## config.mk

```make
export PLATFORM = sky130hd
export DESIGN_NAME = alu_cmd_sequencer_flat
export DESIGN_NICKNAME = d
export VERILOG_FILES = /design/src/rtl/alu_cmd_sequencer_if.sv /design/src/rtl/alu_cmd_sequencer.sv /design/src/flat_wrapper.sv
export SDC_FILE = /design/constraint.sdc
export NUM_CORES = 1
export LEC_CHECK = 0
export ABC_AREA = 1
export CORE_MARGIN = 4
export CORE_UTILIZATION = 55
export DETAILED_ROUTE_END_ITERATION = 10
export DONT_BUFFER_PORTS = 1
export PLACE_DENSITY = 0.82
export REMOVE_ABC_BUFFERS = 1
export SYNTH_ARGS = -nofsm -noshare
export SYNTH_HDL_FRONTEND = slang
export SYNTH_SLANG_ARGS = --single-unit
```

## constraint.sdc

```tcl
create_clock -name clk -period 14 [get_ports clk]
set_input_delay 4.2 -clock clk [delete_from_list [all_inputs] [get_ports clk]]
set_output_delay 4.2 -clock clk [all_outputs]
set_load 0.05 [all_outputs]
```

## src/rtl/alu_cmd_sequencer_if.sv

```systemverilog
// Command, arithmetic-unit and response signals of alu_cmd_sequencer.
// master is the sequencer's view; slave is the environment driving it.
interface alu_cmd_sequencer_if;
  logic       cmd_valid;
  logic       cmd_ready;
  logic [7:0] cmd_a;
  logic [7:0] cmd_b;
  logic [1:0] cmd_opcode;
  logic [7:0] alu_a;
  logic [7:0] alu_b;
  logic [1:0] alu_opcode;
  logic       alu_start;
  logic       alu_done;
  logic [7:0] alu_result;
  logic       rsp_valid;
  logic       rsp_ready;
  logic [7:0] rsp_result;
  logic [1:0] rsp_opcode;
  logic [1:0] rsp_status;
  logic       busy;

  modport master (
    input  cmd_valid, cmd_a, cmd_b, cmd_opcode, alu_done, alu_result, rsp_ready,
    output cmd_ready, alu_a, alu_b, alu_opcode, alu_start,
           rsp_valid, rsp_result, rsp_opcode, rsp_status, busy
  );

  modport slave (
    output cmd_valid, cmd_a, cmd_b, cmd_opcode, alu_done, alu_result, rsp_ready,
    input  cmd_ready, alu_a, alu_b, alu_opcode, alu_start,
           rsp_valid, rsp_result, rsp_opcode, rsp_status, busy
  );
endinterface

```

## src/rtl/alu_cmd_sequencer.sv

```systemverilog
// Buffers arithmetic commands in a FIFO and issues them one at a time over the
// start/done protocol, returning result and status on a valid/ready response port.
module alu_cmd_sequencer #(
  parameter int DEPTH   = 4,
  parameter int TIMEOUT = 64
) (
  input  logic                 clk,
  input  logic                 rst,
  alu_cmd_sequencer_if.master  bus
);
  localparam int AW = (DEPTH > 1) ? $clog2(DEPTH) : 1;
  localparam int CW = $clog2(TIMEOUT + 1);
  localparam logic [AW:0]   FULL_CNT   = (AW + 1)'(DEPTH);
  localparam logic [CW-1:0] TMO_LAST   = CW'(TIMEOUT - 1);
  localparam logic [1:0]    OP_DIV     = 2'b10;
  localparam logic [1:0]    ST_OK      = 2'b00;
  localparam logic [1:0]    ST_TIMEOUT = 2'b01;
  localparam logic [1:0]    ST_DIVZ    = 2'b10;

  typedef enum logic [1:0] {
    S_IDLE  = 2'd0,
    S_ISSUE = 2'd1,
    S_WAIT  = 2'd2,
    S_RESP  = 2'd3
  } state_e;

  typedef struct packed {
    logic [7:0] a;
    logic [7:0] b;
    logic [1:0] op;
  } cmd_t;

  cmd_t          mem_q [DEPTH];
  cmd_t          mem_d [DEPTH];
  logic [AW-1:0] wr_ptr_q, wr_ptr_d;
  logic [AW-1:0] rd_ptr_q, rd_ptr_d;
  logic [AW:0]   count_q, count_d;
  logic          cmd_ready_q, cmd_ready_d;
  logic          busy_q, busy_d;
  state_e        state_q, state_d;
  logic [CW-1:0] tmo_q, tmo_d;
  logic [7:0]    alu_a_q, alu_a_d;
  logic [7:0]    alu_b_q, alu_b_d;
  logic [1:0]    alu_op_q, alu_op_d;
  logic          alu_start_q, alu_start_d;
  logic          rsp_valid_q, rsp_valid_d;
  logic [7:0]    rsp_result_q, rsp_result_d;
  logic [1:0]    rsp_opcode_q, rsp_opcode_d;
  logic [1:0]    rsp_status_q, rsp_status_d;
  logic          push_s;
  logic          pop_s;
  cmd_t          head_s;

  // Sequencing FSM: pop in IDLE, pulse start, wait for done or timeout, hold response.
  always_comb begin
    state_d      = state_q;
    tmo_d        = tmo_q;
    alu_a_d      = alu_a_q;
    alu_b_d      = alu_b_q;
    alu_op_d     = alu_op_q;
    alu_start_d  = 1'b0;
    rsp_valid_d  = rsp_valid_q;
    rsp_result_d = rsp_result_q;
    rsp_opcode_d = rsp_opcode_q;
    rsp_status_d = rsp_status_q;
    pop_s        = 1'b0;
    head_s       = mem_q[rd_ptr_q];
    case (state_q)
      S_IDLE: begin
        if (count_q != '0) begin
          pop_s = 1'b1;
          if ((head_s.op == OP_DIV) && (head_s.b == 8'd0)) begin
            // Rejected before issue: the arithmetic unit never sees it.
            state_d      = S_RESP;
            rsp_valid_d  = 1'b1;
            rsp_result_d = 8'd0;
            rsp_opcode_d = head_s.op;
            rsp_status_d = ST_DIVZ;
          end else begin
            state_d     = S_ISSUE;
            alu_start_d = 1'b1;
            alu_a_d     = head_s.a;
            alu_b_d     = head_s.b;
            alu_op_d    = head_s.op;
          end
        end else begin
          state_d = S_IDLE;
        end
      end
      S_ISSUE: begin
        state_d = S_WAIT;
        tmo_d   = '0;
      end
      S_WAIT: begin
        // tmo_q == 0 marks the blanking cycle that masks a stale done level.
        if ((tmo_q != '0) && bus.alu_done) begin
          state_d      = S_RESP;
          rsp_valid_d  = 1'b1;
          rsp_result_d = bus.alu_result;
          rsp_opcode_d = alu_op_q;
          rsp_status_d = ST_OK;
        end else if (tmo_q == TMO_LAST) begin
          state_d      = S_RESP;
          rsp_valid_d  = 1'b1;
          rsp_result_d = 8'd0;
          rsp_opcode_d = alu_op_q;
          rsp_status_d = ST_TIMEOUT;
        end else begin
          tmo_d = tmo_q + CW'(1);
        end
      end
      S_RESP: begin
        if (bus.rsp_ready) begin
          state_d     = S_IDLE;
          rsp_valid_d = 1'b0;
        end else begin
          state_d = S_RESP;
        end
      end
      default: begin
        state_d     = S_IDLE;
        rsp_valid_d = 1'b0;
      end
    endcase
  end

  // Command FIFO bookkeeping and the registered ready/busy flags derived from it.
  always_comb begin
    push_s   = bus.cmd_valid && cmd_ready_q;
    mem_d    = mem_q;
    wr_ptr_d = wr_ptr_q;
    rd_ptr_d = rd_ptr_q;
    count_d  = count_q;
    if (push_s) begin
      mem_d[wr_ptr_q] = '{a: bus.cmd_a, b: bus.cmd_b, op: bus.cmd_opcode};
      wr_ptr_d        = wr_ptr_q + AW'(1);
    end else begin
      wr_ptr_d = wr_ptr_q;
    end
    if (pop_s) begin
      rd_ptr_d = rd_ptr_q + AW'(1);
    end else begin
      rd_ptr_d = rd_ptr_q;
    end
    if (push_s && !pop_s) begin
      count_d = count_q + (AW + 1)'(1);
    end else if (!push_s && pop_s) begin
      count_d = count_q - (AW + 1)'(1);
    end else begin
      count_d = count_q;
    end
    cmd_ready_d = (count_d != FULL_CNT);
    busy_d      = (state_d != S_IDLE) || (count_d != '0);
  end

  // State and output registers.
  always_ff @(posedge clk or posedge rst) begin
    if (rst) begin
      for (int i = 0; i < DEPTH; i++) begin
        mem_q[i] <= '0;
      end
      wr_ptr_q     <= '0;
      rd_ptr_q     <= '0;
      count_q      <= '0;
      cmd_ready_q  <= 1'b1;
      busy_q       <= 1'b0;
      state_q      <= S_IDLE;
      tmo_q        <= '0;
      alu_a_q      <= 8'd0;
      alu_b_q      <= 8'd0;
      alu_op_q     <= 2'd0;
      alu_start_q  <= 1'b0;
      rsp_valid_q  <= 1'b0;
      rsp_result_q <= 8'd0;
      rsp_opcode_q <= 2'd0;
      rsp_status_q <= 2'd0;
    end else begin
      mem_q        <= mem_d;
      wr_ptr_q     <= wr_ptr_d;
      rd_ptr_q     <= rd_ptr_d;
      count_q      <= count_d;
      cmd_ready_q  <= cmd_ready_d;
      busy_q       <= busy_d;
      state_q      <= state_d;
      tmo_q        <= tmo_d;
      alu_a_q      <= alu_a_d;
      alu_b_q      <= alu_b_d;
      alu_op_q     <= alu_op_d;
      alu_start_q  <= alu_start_d;
      rsp_valid_q  <= rsp_valid_d;
      rsp_result_q <= rsp_result_d;
      rsp_opcode_q <= rsp_opcode_d;
      rsp_status_q <= rsp_status_d;
    end
  end

  assign bus.cmd_ready  = cmd_ready_q;
  assign bus.busy       = busy_q;
  assign bus.alu_a      = alu_a_q;
  assign bus.alu_b      = alu_b_q;
  assign bus.alu_opcode = alu_op_q;
  assign bus.alu_start  = alu_start_q;
  assign bus.rsp_valid  = rsp_valid_q;
  assign bus.rsp_result = rsp_result_q;
  assign bus.rsp_opcode = rsp_opcode_q;
  assign bus.rsp_status = rsp_status_q;
endmodule

```

## src/flat_wrapper.sv

```systemverilog
// flat-port wrapper written by rule: the top's interface ports become plain ports
module alu_cmd_sequencer_flat 
#(
  parameter int DEPTH   = 4,
  parameter int TIMEOUT = 64
)
  (clk, rst, bus_cmd_valid, bus_cmd_a, bus_cmd_b, bus_cmd_opcode, bus_alu_done, bus_alu_result, bus_rsp_ready, bus_cmd_ready, bus_alu_a, bus_alu_b, bus_alu_opcode, bus_alu_start, bus_rsp_valid, bus_rsp_result, bus_rsp_opcode, bus_rsp_status, bus_busy);
  alu_cmd_sequencer_if bus_i ();
  input  logic clk;
  input  logic rst;
  input wire logic [$bits(bus_i.cmd_valid)-1:0] bus_cmd_valid;
  input wire logic [$bits(bus_i.cmd_a)-1:0] bus_cmd_a;
  input wire logic [$bits(bus_i.cmd_b)-1:0] bus_cmd_b;
  input wire logic [$bits(bus_i.cmd_opcode)-1:0] bus_cmd_opcode;
  input wire logic [$bits(bus_i.alu_done)-1:0] bus_alu_done;
  input wire logic [$bits(bus_i.alu_result)-1:0] bus_alu_result;
  input wire logic [$bits(bus_i.rsp_ready)-1:0] bus_rsp_ready;
  output wire logic [$bits(bus_i.cmd_ready)-1:0] bus_cmd_ready;
  output wire logic [$bits(bus_i.alu_a)-1:0] bus_alu_a;
  output wire logic [$bits(bus_i.alu_b)-1:0] bus_alu_b;
  output wire logic [$bits(bus_i.alu_opcode)-1:0] bus_alu_opcode;
  output wire logic [$bits(bus_i.alu_start)-1:0] bus_alu_start;
  output wire logic [$bits(bus_i.rsp_valid)-1:0] bus_rsp_valid;
  output wire logic [$bits(bus_i.rsp_result)-1:0] bus_rsp_result;
  output wire logic [$bits(bus_i.rsp_opcode)-1:0] bus_rsp_opcode;
  output wire logic [$bits(bus_i.rsp_status)-1:0] bus_rsp_status;
  output wire logic [$bits(bus_i.busy)-1:0] bus_busy;
  assign bus_i.cmd_valid = bus_cmd_valid;
  assign bus_i.cmd_a = bus_cmd_a;
  assign bus_i.cmd_b = bus_cmd_b;
  assign bus_i.cmd_opcode = bus_cmd_opcode;
  assign bus_i.alu_done = bus_alu_done;
  assign bus_i.alu_result = bus_alu_result;
  assign bus_i.rsp_ready = bus_rsp_ready;
  assign bus_cmd_ready = bus_i.cmd_ready;
  assign bus_alu_a = bus_i.alu_a;
  assign bus_alu_b = bus_i.alu_b;
  assign bus_alu_opcode = bus_i.alu_opcode;
  assign bus_alu_start = bus_i.alu_start;
  assign bus_rsp_valid = bus_i.rsp_valid;
  assign bus_rsp_result = bus_i.rsp_result;
  assign bus_rsp_opcode = bus_i.rsp_opcode;
  assign bus_rsp_status = bus_i.rsp_status;
  assign bus_busy = bus_i.busy;
  alu_cmd_sequencer #(.DEPTH(DEPTH), .TIMEOUT(TIMEOUT)) u_core (.clk(clk), .rst(rst), .bus(bus_i));
endmodule
```

# Yosys cells after proc, flatten, opt, wreduce, memory -nomap -nowiden
# Cells that the tools add are included.
# op_classes
order_cmp	3
n_addsub	5
reduce_logical	22
n_eq_ne	12
muxes	43
bitwise_logic	3
# ops
op	n
$bwmux W72	1
$mux W18	3
$bmux W18 S2	1
$demux W18 S2	1
$mux W8	4
$mux W2	13
$pmux W8 S2	1
$mux W7	2
$pmux W7 S2	1
$mux W1	10
$reduce_bool A3 Y1	3
$logic_not A8 Y1	1
$pmux W2 S2	2
$pmux W2 S4	1
$add A7 B1 Y7 const B	1
$eq A7 B6 Y1 const B	1
$reduce_bool A7 Y1	1
$eq A2 B2 Y1 const B	3
$ge A3 B3 Y1 const B	2
$logic_and A1 B1 Y1	6
$mux W3	2
$ne A2 B2 Y1 const B	3
$not A2 Y3	2
$reduce_and A3 Y1	2
16 further kinds	21
# totals
out_inout_bits	34
elab_cells	115
register_bits	122

# Depth between registers and ports, before layout
# Gate-level depths: netlist of the first run.
# logic_depth
depth_word	11
ltp_mapped	14
ltp_nobuf	12

# Worst setup path after synthesis of the first run
# No wires, ideal clock.
# synth_timing
kind	input port to flip-flop
start	input bus_cmd_valid
end	register u_core.busy_q, in the netlist u_core.bus.busy
setup_slack_ns	8.870
arrival_time_ns	5.011
stages	9
required_time_ns	13.881
n_path_buf	0
path_cell_list	nand2_1 inv_2 nor2_1 o21ai_0 o21ai_0 nor2_1 nand3_1 nor2_1 nand2_1
# synth_via
elab_chain_len	7
elab_cells_between_ends	8
# synth_lines
element	line	source
start, declared	flat_wrapper.sv:11	input wire logic [$bits(bus_i.cmd_valid)-1:0] bus_cmd_valid;
$logic_and A1 B1 Y1 (*)	alu_cmd_sequencer.sv:129	push_s = bus.cmd_valid && cmd_ready_q;
$logic_not A1 Y1	alu_cmd_sequencer.sv:147	end else if (!push_s && pop_s) begin
$logic_and A1 B1 Y1	alu_cmd_sequencer.sv:147	
$mux W3	alu_cmd_sequencer.sv:147	
$mux W3 (*)	alu_cmd_sequencer.sv:145	if (push_s && !pop_s) begin
via u_core.count_d[1]	alu_cmd_sequencer.sv:37	logic [AW:0] count_q, count_d;
$reduce_bool A3 Y1 (*)	alu_cmd_sequencer.sv:153	busy_d = (state_d != S_IDLE) || (count_d != '0);
$logic_or A1 B1 Y1 (*)	alu_cmd_sequencer.sv:153	
via u_core.busy_d	alu_cmd_sequencer.sv:39	logic busy_q, busy_d;
end signal, assigned	alu_cmd_sequencer.sv:183	busy_q <= busy_d;
end, declared	alu_cmd_sequencer.sv:39	
# Mark *: on every way through the listed nets, which the timed path passes. The rest lies on a longest branch.
# A chain may end at the register's enable or synchronous reset.

# Worst setup path after layout of the first run
# layout_timing
start	register u_core.cmd_ready_q, in the netlist u_core.bus.cmd_ready
end	output bus_cmd_ready
# layout_rtl
element	line	source
start, declared	alu_cmd_sequencer.sv:38	logic cmd_ready_q, cmd_ready_d;
start signal, assigned	alu_cmd_sequencer.sv:182	cmd_ready_q <= cmd_ready_d;
end, declared	flat_wrapper.sv:18	output wire logic [$bits(bus_i.cmd_ready)-1:0] bus_cmd_ready;
# No word-level cell between the ends.

==> results.ini, run 1 <==
[route]
drc=0
initialDrtViolationCount=371
wl_per_cell_um=15.5
firstDrtPassIters=6
viasPerCell=5.51
antenna_left=0
drt_wl_total_um=12800
vias=4555

[timing]
finClkSkew_ns=0.00803
hold_viol_final=0
layout_min_cycle_time_ns=5.40
rsz0062_at_grt=false
worstMarginPinSlew_ns=1.16
setup_viol=0
period_share=0.386
timing.slew.headroom=0.227
setup-tns-final_ns=0
fmax_ghz=0.185
maxSlewViolCount=0

[clocking]
clk_pin_slew_worst_paths_ns=0.05
clock_latency_ns=0.52
cts_buffer_depth=2
numCtsBuffers=17
root_buffer=clkbuf_8
cts_hold_buf=0
cts_resized=0
cts_tree=built
h-tree-depth=4
post_cts_buffers=0
clock_sinks=122

[worst_setup_path]
end_kind=primary output
critPathCapture=bus_cmd_ready
required_ns=9.80
r2r-end=u_core.bus.busy
path_class=reg -> out
reg2reg_from=u_core.count_q[0]
r2r_slack_ns=11.21
crit_start=u_core.bus.cmd_ready
path_max_fanout=2
cp_data_arrival_time_ns=1.20
reg2regPathDepth=12
worstSetupStartpointType=flip-flop
cp.depth=0

[cells_and_area]
fin_util=0.631
drive_gt1_frac=0.0722
fill_cells=804
fin_cells=826
n_antenna_cell=0
layout.area.seq_um2=3050
multi_input_area_um2=2210
area_growth_pct=10.1
nets=725

[synthesis]
yosysTopAreaCell=dfrtp_1
synth_flop_cell=dfrtp_1
synth-seq-cells=122
async_reset_ff_frac=1.00
yosysTopAreaCellShare=0.531
synthTopCellsByCount=nand2_1 (215), dfrtp_1 (121), o21ai_0 (99), inv_1 (63), nor2_1 (52)
syn-cell-area_um2=5710
ys_seq_area_frac=0.535
synthTopCellsByArea=dfrtp_1 (53%), nand2_1 (14%), o21ai_0 (8.7%)
avgSynthCellArea_um2=8.25
ys_warn_count=0
yosysMostFrequentCell=nand2_1
ys_types=29
synth_enable_flop_cells=0
synth_cells=692

[global_routing]
grt_pass1_vias=4581
grt_max_degree=91
grt_antenna_before_repair=0
grt_pass1_wl_um=21600
globalRouteOverflowTotal=0
grtUsageTotal=0.231

[die]
die_area_um2=12100
die-height_um=110
core_area_um2=9950
die_w_um=110
rows=36
initial_core_util=0.573
io-pin-count=65

[power_and_ir_drop]
p_leak_nw=3.23
power_density_nw_per_um2=280
max-vdd-ir-drop_mv=0.160

[place]
place_inst=795
place_congestion=0.777
place.port_buffers=0
dp_hpwl_um=7780

[run]
drv_cap=0

[outcome]
status=finished, final reports clean

[worst_hold_path]
hp-class=reg -> reg

==> layout make-up <==
class / count / share of cell area
clock buffer: 24 / 0.0749
clock inverter: 7 / 0.0183
inverter: 67 / 0.0408
multi-input combinational: 471 / 0.351
sequential: 122 / 0.486
tap: 133 / 0.0265
timing repair buffer: 2 / 0.00239
==> state kept, by name, summed over array words and instances (netlist names), 3 cells and up <==
signal                 count
u_core.tmo_q               7
u_core.bus.rsp_result      8
u_core.bus.alu_a           8
u_core.bus.alu_b           8
u_core.count_q             3
u_core.mem_q              72
==> layout by cell type, fill, tap and decap left out, types with 2 or more instances in the layout <==
cell / instances
nand2_1: 215
dfrtp_1: 121
o21ai_0: 99
inv_1: 62
nor2_1: 52
nand3_1: 47
clkbuf_16: 16
nand4_1: 14
ha_1: 13
nand2_2: 10
o22ai_1: 8
clkbuf_8: 4
clkbuf_1: 4
inv_2: 3
xor2_1: 3
bufinv_16: 3
nand3_2: 2
a21oi_1: 2
inv_4: 2
clkinv_2: 2
clkinvlp_4: 2
buf_4: 2
==> report_power, final <==
part / internal (W) / switching [W] / total, W
Sequential: 0.000505 / 0.000239 / 0.000743
Clock: 0.000284 / 0.000147 / 0.000431
Combinational: 0.000186 / 0.000397 / 0.000583
==> worst min path at each step <==
stage,start,end,slack [ns],cells past startpoint
floorplan,u_core.mem_q[35],u_core.mem_q[35],0.45,2
detailed placement,u_core.mem_q[35],u_core.mem_q[35],0.47,2
finish,u_core.mem_q[53],u_core.mem_q[53],0.48,2
CTS,u_core.mem_q[35],u_core.mem_q[35],0.48,2
global placement,u_core.mem_q[18],u_core.mem_q[18],0.46,2
global route,u_core.mem_q[44],u_core.mem_q[44],0.50,2
==> routing by layer <==
layer  global-route usage  part of all wire
met2                0.383              0.50
met3               0.0734             0.066
met5                    0                 0
met1                0.278              0.42
met4               0.0971             0.018
==> kinds of logic after synthesis <==
logic type	Yosys count	synth area share
adder cells (fa/ha/maj)	13	0.0285
flip-flops	122	0.535
AND/OR/NAND/NOR	344	0.254
buffers and inverters	99	0.0781
XOR/XNOR	3	0.00461
AO/OA/AOI/OAI	111	0.0995
==> stage by stage <==
step                hold WS (ns)  power, W  worst slack, ns  instance area (um^2)
floorplan                  0.448   0.00115             6.56                  5520
global placement           0.460   0.00128             8.35                  5700
detailed placement         0.468   0.00132             8.29                  5700
CTS                        0.482   0.00176             8.57                  6280
global route               0.502   0.00189             8.56                  6280
finish                     0.480   0.00176             8.60                  6280
No activity file was read; power rests on OpenSTA's default activity.
==> run 2, diff against run 1 <==
PLACE_DENSITY = 0.85   (was 0.82)
clock period = 4.3 ns   (was 14 ns; I/O delays follow)
==> run 2 against run 1 <==
Utilization up 0.21 points. Clock power rose to 3.3 times the previous value. First-iteration DRC count increased by 26%. Combinational power grew to 3.3 times the previous value. Clock skew is 0.00063 ns lower. Routed wire length fell by 0.23%. Via count grew 0.59%. Sequential share of layout area decreased by 0.16 points.
==> results.ini, run 2 (synthesis gave the netlist of run 1 again) <==
[place]
dp_hpwl_um=7610
place_congestion=0.823
place.port_buffers=0
place_area_um2=5710

[route]
drt_wl_total_um=12800
firstDrtPassIters=8
antenna_left=0
viasPerCell=5.54
wl_per_cell_um=15.5
vias=4582
drc=0
initialDrtViolationCount=466

[worst_setup_path]
end_kind=flip-flop
r2r_slack_ns=1.56
path_max_fanout=20
r2r-end=u_core.bus.busy
reg2reg_from=u_core.count_q[0]
required_ns=4.71
cp_data_arrival_time_ns=3.15
reg2regPathDepth=12
path_class=reg -> reg
worstSetupStartpointType=flip-flop
slowest_stage=nand2_1
crit_top_cell=nand2_1
cp_cell_sequence=inv_1 -> ha_1 -> nand2_1 -> nand2_1 -> nand2_1 -> nand2_1 -> o21ai_0 -> o21ai_0 -> nor2_1 -> nand3_1 -> nor2_1 -> nand2_1
cpPeakStageDelay_ns=0.69

[timing]
whs_ns=0.480
hold_viol_final=0
layout_min_cycle_time_ns=2.74
finClkSkew_ns=0.00740
period_share=0.637
fmax_ghz=0.365
worstMarginPinSlew_ns=1.16
maxSlewViolCount=0
timing.slew.headroom=0.225
rsz0062_at_grt=false
setup_viol=0

[global_routing]
use_met1=0.278
grtUsageTotal=0.228
grt_max_degree=102
grt_pass1_wl_um=21300
grt_pass1_vias=4494
globalRouteOverflowTotal=0
use_met2=0.370
grt_most_used_layer=met2
grtUsageMet3=0.0716
grt_antenna_before_repair=0

[die]
core_area_um2=9950
io-pin-count=65
die_w_um=110
rows=36
die-height_um=110
die_area_um2=12100
initial_core_util=0.573

[cells_and_area]
final_area_um2=6310
mostFrequentLayoutCell=nand2_1
fill_cells=796
mostFrequentLayoutCells=nand2_1 (215), dfrtp_1 (121), o21ai_0 (99), inv_1 (62), nor2_1 (52)
multi_input_area_um2=2210
nets=725
n_antenna_cell=0
largest_reg_flops=72
drive_gt1_frac=0.0764
area_growth_pct=10.5
layout.area.seq_um2=3050
regMostFlops=u_core.mem_q

[worst_hold_path]
holdPathStages=2
hold_end=u_core.mem_q[33]
hp-class=reg -> reg
hold_path.startpoint=u_core.mem_q[33]

[clocking]
numCtsBuffers=17
cts_hold_buf=0
clock_sinks=122
cts_resized=0
clock_latency_ns=0.53
root_buffer=clkbuf_8
cts_buffer_depth=2
h-tree-depth=4
post_cts_buffers=0
cts_tree=built
clk_pin_slew_worst_paths_ns=0.06

[power_and_ir_drop]
max-vdd-ir-drop_mv=0.450
power_density_nw_per_um2=909
p_leak_nw=3.24

[outcome]
status=finished, final reports clean

[run]
drv_cap=0

==> run 2: power breakdown <==
part / internal, W / switching (W)
clock: 0.000911 / 0.000507
sequential: 0.00164 / 0.000773
combinational: 0.000607 / 0.00129
==> run 2: worst max-delay path, delay by kind of cell (launching register included) <==
family	cells	cell delay, ns
AOI/OAI and AO/OA	2	0.20
adders and majority gates	1	0.21
DFF	1	0.39
and+or+nand+nor	8	1.73
buffers and inverters	1	0.09
==> run 2: final cells by class <==
| class | count | share of cell area |
|---|---|---|
| flip-flops and latches | 122 | 0.484 |
| multi-input cells | 471 | 0.350 |
| clock buffers | 21 | 0.0712 |
| inverters | 67 | 0.0407 |
| well taps | 133 | 0.0264 |
| clock inverters | 11 | 0.0230 |
| repair buffers | 2 | 0.00437 |
==> run 2: worst max path at each step <==
stage | start | to | slack [ns]
floorplan | rst | u_core.bus.alu_a[0] | -0.23
global placement | bus_alu_done | u_core.bus.rsp_opcode[0] | 1.57
detailed placement | bus_cmd_valid | u_core.mem_q[57] | 1.51
CTS | u_core.count_q[0] | u_core.bus.busy | 1.57
global route | u_core.count_q[0] | u_core.bus.busy | 1.20
finish | u_core.count_q[0] | u_core.bus.busy | 1.56
==> run 2: through the flow <==
stage          worst slack [ns]  total power (W)  utilization  setup TNS [ns]  std cells
2_1_floorplan            -0.231          0.00376            -          -27.94        660
3_3_place_gp               1.57          0.00416        0.574               0        795
3_5_place_dp               1.51          0.00428        0.574               0        795
4_1_cts                    1.57          0.00574        0.633               0        827
5_1_grt                    1.20          0.00615        0.633               0        827
6_report                   1.56          0.00573        0.633               0        827
==> run 2: routing by layer <==
metal | wire length [um] | vias to the layer above
li1 | - | 2193
met4 | 355 | 0
met3 | 1000 | 36
met5 | 0 | -
met1 | 5220 | 2178
met2 | 6210 | 175
